## config.mk

```make
export PLATFORM = sky130hd
export DESIGN_NAME = fetch_unit
export DESIGN_NICKNAME = d
export VERILOG_FILES = /design/src/rtl/fetch_unit.sv
export SDC_FILE = /design/constraint.sdc
export NUM_CORES = 1
export LEC_CHECK = 0
export ABC_AREA = 1
export BUFFER_PORTS_ARGS = -buffer_cell sky130_fd_sc_hd__buf_2
export CORE_MARGIN = 5
export CORE_UTILIZATION = 35
export CTS_CLUSTER_SIZE = 16
export DETAILED_ROUTE_END_ITERATION = 10
export HOLD_SLACK_MARGIN = 0.02
export SETUP_SLACK_MARGIN = 0.4
export SKIP_CTS_REPAIR_TIMING = 1
export SLEW_MARGIN = 10
export SYNTH_ARGS = -nofsm -noshare
export SYNTH_HDL_FRONTEND = slang
export SYNTH_SLANG_ARGS = --single-unit
```

## constraint.sdc

```tcl
create_clock -name clk -period 8.57 [get_ports clk]
set_input_delay 1.714 -clock clk [delete_from_list [all_inputs] [get_ports clk]]
set_output_delay 1.714 -clock clk [all_outputs]
set_load 0.01 [all_outputs]
```

## src/rtl/fetch_unit.sv

```systemverilog
// fetch_unit: LEGv8 fetch stage with a DEPTH-entry {pc,instr} queue and branch redirect.
// Optional FETCH_ALIGN_CHECK_EN flags and word-aligns misaligned redirect targets.
module fetch_unit #(
  parameter int ADDR_W = 64,
  parameter int INSTR_W = 32,
  parameter int DEPTH = 4,
  parameter logic [ADDR_W-1:0] RESET_PC = '0
) (
  input  logic               clk,
  input  logic               reset,
  output logic [ADDR_W-1:0]  imem_addr,
  output logic               imem_req,
  input  logic [INSTR_W-1:0] imem_instr,
  input  logic               redirect,
  input  logic [1:0]         redirect_src,
  input  logic [ADDR_W-1:0]  br_base_pc,
  input  logic [ADDR_W-1:0]  uncond_offset,
  input  logic [ADDR_W-1:0]  cond_offset,
  input  logic [ADDR_W-1:0]  reg_target,
  output logic               out_valid,
  input  logic               out_ready,
  output logic [ADDR_W-1:0]  out_pc,
  output logic [INSTR_W-1:0] out_instr,
  output logic               misalign_fault
);
  localparam int PW = $clog2(DEPTH);
  logic [ADDR_W-1:0] fetch_pc_q, fetch_pc_d, target, load_pc;
  logic [ADDR_W-1:0] pc_q [DEPTH];
  logic [INSTR_W-1:0] instr_q [DEPTH];
  logic [PW-1:0] rd_ptr_q, wr_ptr_q;
  logic [PW:0] count_q, count_d;
  logic pop, push, redir;
  always_comb begin
    redir = redirect & |redirect_src;
    target = redirect_src == 2'b01 ? br_base_pc + uncond_offset :
             redirect_src == 2'b10 ? br_base_pc + cond_offset : reg_target;
`ifdef FETCH_ALIGN_CHECK_EN
    load_pc = {target[ADDR_W-1:2], 2'b00};
`else
    load_pc = target;
`endif
    out_valid = count_q != '0;
    pop = out_valid & out_ready;
    push = count_q < (PW+1)'(DEPTH) | pop;
    count_d = count_q + (PW+1)'(push) - (PW+1)'(pop);
    fetch_pc_d = push ? fetch_pc_q + ADDR_W'(4) : fetch_pc_q;
  end
  assign imem_addr = fetch_pc_q;
  assign imem_req = push;
  assign out_pc = pc_q[rd_ptr_q];
  assign out_instr = out_valid ? instr_q[rd_ptr_q] : '0;
  always_ff @(posedge clk) begin
    if (!reset) begin
      fetch_pc_q <= RESET_PC;
      rd_ptr_q <= '0;
      wr_ptr_q <= '0;
      count_q <= '0;
    end else if (redir) begin
      fetch_pc_q <= load_pc;
      rd_ptr_q <= '0;
      wr_ptr_q <= '0;
      count_q <= '0;
    end else begin
      if (push) begin
        pc_q[wr_ptr_q] <= fetch_pc_q;
        instr_q[wr_ptr_q] <= imem_instr;
        wr_ptr_q <= wr_ptr_q + PW'(1);
      end
      if (pop) rd_ptr_q <= rd_ptr_q + PW'(1);
      fetch_pc_q <= fetch_pc_d;
      count_q <= count_d;
    end
  end
`ifdef FETCH_ALIGN_CHECK_EN
  logic fault_q;
  always_ff @(posedge clk) fault_q <= reset & redir & |target[1:0];
  assign misalign_fault = fault_q;
`else
  assign misalign_fault = 1'b0;
`endif
endmodule
```

**After elaboration in Yosys (flattened, before gate mapping)**

Memories as Yosys holds them, arrays and structs flattened. A register that Yosys moved wholly into a read port is not among the register bits.
Index checks and enable logic that the tools add are counted.

- Add/subtract/negate cells: 7
- Magnitude comparators: 1
- Eq/ne operators: 2
- Mux-type cells: 13
- Bitwise logic cells: 4
- Reductions and logical operators: 4

Operators by type and width:

| cell | number |
|---|---|
| $mux 64 | 4 |
| $add 64x64->64 | 2 |
| $add 64x3->64 const B | 1 |
| $mux 32 | 1 |
| $mux 2 | 4 |
| $add 2x1->2 const B | 2 |
| $mux 1 | 4 |
| $reduce_or 2->1 | 2 |
| $add 3x1->3 | 1 |
| $lt 3x3->1 const B | 1 |
| $reduce_bool 3->1 | 1 |
| $sub 3x1->3 | 1 |
| $and 1x1->1 | 2 |
| $eq 2x1->1 const B | 1 |
| $eq 2x2->1 const B | 1 |
| $reduce_bool 2->1 | 1 |
| $not 1->1 | 1 |
| $or 1x1->1 | 1 |

- Bits in registers: 71
- Memory bits (writable): 384
- Input port bits: 294
- Output and inout bits: 163
- Logic and storage cells: 37
- Memories: 2

Memories:

| memory | words | width | read ports | clocked after Yosys merged registers in | wr ports | RTL line | source |
|---|---|---|---|---|---|---|---|
| pc_q | 4 | 64 | 1 | 1 | 1 | 28 | `logic [ADDR_W-1:0] pc_q [DEPTH];` |
| instr_q | 4 | 32 | 1 | 1 | 1 | 29 | `logic [INSTR_W-1:0] instr_q [DEPTH];` |

**Logic depth before layout (Yosys ltp)**

- Word-level depth: 7
- Gate-level depth with buffers: 19
- Depth with buffers taken out: 19

**Least setup slack after synthesis**

No wires, ideal clock.

- Path kind: in2reg
- Start point: input port redirect_src[1]
- End point: memory instr_q[0][0] (enable)
- Library setup time: 0.552 ns
- Arrival time: 6.572 ns
- Required time: 8.018 ns
- Setup slack: 1.446 ns
- Stages: 6
- Buffers on the path: 1
- Path through: o21ai_0 > inv_1 > nor2_1 > clkbuf_1 > nand2_1 > nor2_1

- Longest elaborated chain between the ends: 5

Ends and longest elaborated chain:

| what | RTL line | source |
|---|---|---|
| start: declaration | 15 | `input logic [1:0] redirect_src,` |
| $reduce_or 2->1 | 34 | `redir = redirect & \|redirect_src;` |
| $and 1x1->1 | 34 |  |
| $mux 1 | 58 | `end else if (redir) begin` |
| $mux 1 | 53 | `if (!reset) begin` |
| $mux 1 (implied by the code) | 66 | `instr_q[wr_ptr_q] <= imem_instr;` |
| end: declaration | 29 |  |

No other way between the ends.

**Final worst setup path**

- Start point: input port redirect_src[1]
- End point: memory pc_q[2][63] (enable)

- Longest elaborated chain between the ends: 5

Ends and longest elaborated chain:

| what | RTL line | source |
|---|---|---|
| $reduce_or 2->1 | 34 |  |
| $and 1x1->1 | 34 |  |
| $mux 1 | 58 |  |
| $mux 1 | 53 |  |
| $mux 1 (implied by the code) | 65 | `pc_q[wr_ptr_q] <= fetch_pc_q;` |
| end: declaration | 28 |  |

No other way between the ends.

==> metrics.cfg <==
[pwr]
power_w = 0.006784
p_per_area_nw_per_um2 = 190.1
peakVddDrop_mv = 0.1418
p_leak_nw = 15.77

[place]
port_buffers = 455
place_congestion = 0.9668
dp_hpwl_mm = 101.1

[global_route]
grtUsageTotal_pct = 25.80
grt_pass1_vias = 29410
grt_antenna_before_repair = 5
grt_pass1_wl_mm = 184.4
overflow = 0
grt_max_degree = 98

[synth]
yosysMostFrequentCell = nand2_1
synth_cell_types = 55
syn_area_um2 = 30740
synth.area.top_cells = edfxtp_1 (38%), nand2_1 (13%), nor2_1 (7.5%)
ys_warn_count = 0
synth_edf_count = 384
ys_ff_latch = 457
syn_inst = 4212
yosysTopAreaCell = edfxtp_1
async_reset_ff_share_pct = 0
ys_top_cells_by_count = nand2_1 (1,038), nor2_1 (615), inv_1 (547), edfxtp_1 (384), o21ai_0 (368)
synth-seq-area-share_pct = 42.27
syn_area_per_cell_um2 = 7.297
ys.flop_type = edfxtp_1
yosys.area.top_type_share_pct = 37.52
syn_nets = 4642

[hold_path]
hold_class = flip-flop to flip-flop
worstHoldPathCells = 2
holdCritStartpoint = rd_ptr_q[1]

[cts]
htreeDepth = 2
clk_pin_slew_worst_paths_ns = 0.06
worstSkewPairLatency_ns = 0.56
cts_root_buf = clkbuf_16
cts_tree = built
cts_buffer_depth = 3
cts.sinks = 457
cts_buffers = 43

[timing]
slew_headroom_pct = 20.99
tightest_slew_ns = 1.181
setup_viol = 0
final_max_slew_viol_count = 0
clock.fmax_ghz = 0.1835
post-route-period-util_pct = 63.59
grt_setup_unrepaired = false
finalHoldViolations = 0
fin_crit_ns = 5.450
clock_skew_ns = 0.01689
fin_tns_setup_ns = 0

[drt]
drt_iter0_markers = 2672
drc_errors = 0
drt-vias-per-instance = 5.238
routed-via-count = 30450
wire_per_inst_um = 21.90
dr.pass1.iters = 8
ant_nets = 0
wirelength_mm = 127.3

[setup_path]
crit_start = redirect_src[1]
r2r-start = count_q[2]
r2r_cells = 6
critPathMaxFanout = 36
r2r_end = pc_q[2][63]
startpoint_type = input port
worst_setup_path_end_kind = flip-flop
rrSetupSlack_ns = 4.66
critPathKind = input port to flip-flop
cp.required_ns = 8.76
cp.arrival_ns = 5.64

[floorplan]
die_h_um = 306.3
io_pins = 457
coreArea_um2 = 87020
dieArea_um2 = 93840
die_w_um = 306.3
start_util_pct = 35.32
rows = 108

[cells_and_area]
area_growth_syn_to_layout_pct = 16.09
finalNetCount = 5054
drive_above_1_share_pct = 12.95

[flow_run]
cap_violations = 0

[run_status]
status = finished clean

-- cells by family after synthesis --
| group | synth area share, % |
|---|---|
| xor gates and xnor gates | 1.425 |
| adders and majority gates | 5.610 |
| AOI/OAI and AO/OA | 13.86 |
| DFF | 42.27 |
| buffers and inverters | 8.211 |
| other | 0.01220 |
| and+or+nand+nor | 28.61 |
-- stage by stage --
stage | hold slack (ns) | cell area, um2 | std cells | worst slack (ns) | util, %
finish | 0.4694 | 35680 | 5814 | 3.120 | 41.00
floorplan | 0.4359 | 30740 | 4212 | 1.446 | -
global route | 0.4956 | 35680 | 5812 | 2.982 | 41.00
detailed placement | 0.4559 | 34300 | 5734 | 2.633 | 39.41
CTS | 0.4688 | 35680 | 5812 | 3.215 | 41.00
global placement | 0.4475 | 34300 | 5734 | 2.646 | 39.41
-- report_power, final --
part           switching [W]  leakage, nW  total (W)  internal [W]
clock network       0.000833        0.680    0.00190       0.00107
registers           0.000208         4.15    0.00284       0.00263
logic                0.00141         10.9    0.00205      0.000640
total                0.00245         15.8    0.00678       0.00434
-- cells in the final DEF (no fill, tap or decap), drive strengths merged, types with 7 or more instances in the layout --
cell type  Yosys  routed
nor2         624     624
inv          551     556
clkbuf        92      50
dfxtp         73      73
or2           17      17
clkinv         5      24
nand3        236     236
xnor2         17      17
o21bai        36      36
nor3          66      66
o211ai         7       7
o22ai         65      65
xor2          33      33
o2111ai        7       7
buf           23     482
nand2       1041    1041
ha           133     133
nand3b        25      25
edfxtp       384     384
nand4         62      62
a21oi        289     289
nor4          21      21
o21ai        373     373
-- area by class of cell --
type	count	area [um2]
repair buffers	482	2492
inverters	556	2091
well taps	1155	1445
clock buffers	50	1124
fillers	9214	51340
clock inverters	28	256.5
diodes	2	5.005
flip-flops and latches	457	13000
multi-input cells	3084	15270
-- worst max-delay path: stages --
cell and delay [ns]:
buf_2 0.13, o21ai_2 0.14, buf_4 0.36, inv_2 0.22, nor2_1 0.93, nand2_1 0.51, nor2_4 0.99, buf_4 0.59
-- sequential cells by signal, summed over array words and instances, names as in the netlist, named ones only --
name       cells
wr_ptr_q       2
instr_q      128
rd_ptr_q       2
imem_addr     64
count_q        3
pc_q         256
-- worst max path at each step --
stage                         end  slack, ns  cells past startpoint
CTS                   pc_q[2][52]       3.22                      8
detailed placement    pc_q[2][52]       2.63                      8
floorplan           instr_q[0][0]       1.45                      6
global route          pc_q[2][58]       2.98                      8
global placement      pc_q[1][52]       2.65                      8
finish                pc_q[2][63]       3.12                      8
-- layer usage --
metal	vias up	track usage, %	wire length (um)
li1	14860	-	-
met1	14250	33.87	52720
met2	1133	44.74	61240
met3	206	2.533	8302
met4	0	8.911	5049
met5	-	0	0
No activity file was read; power rests on OpenSTA's default activity.
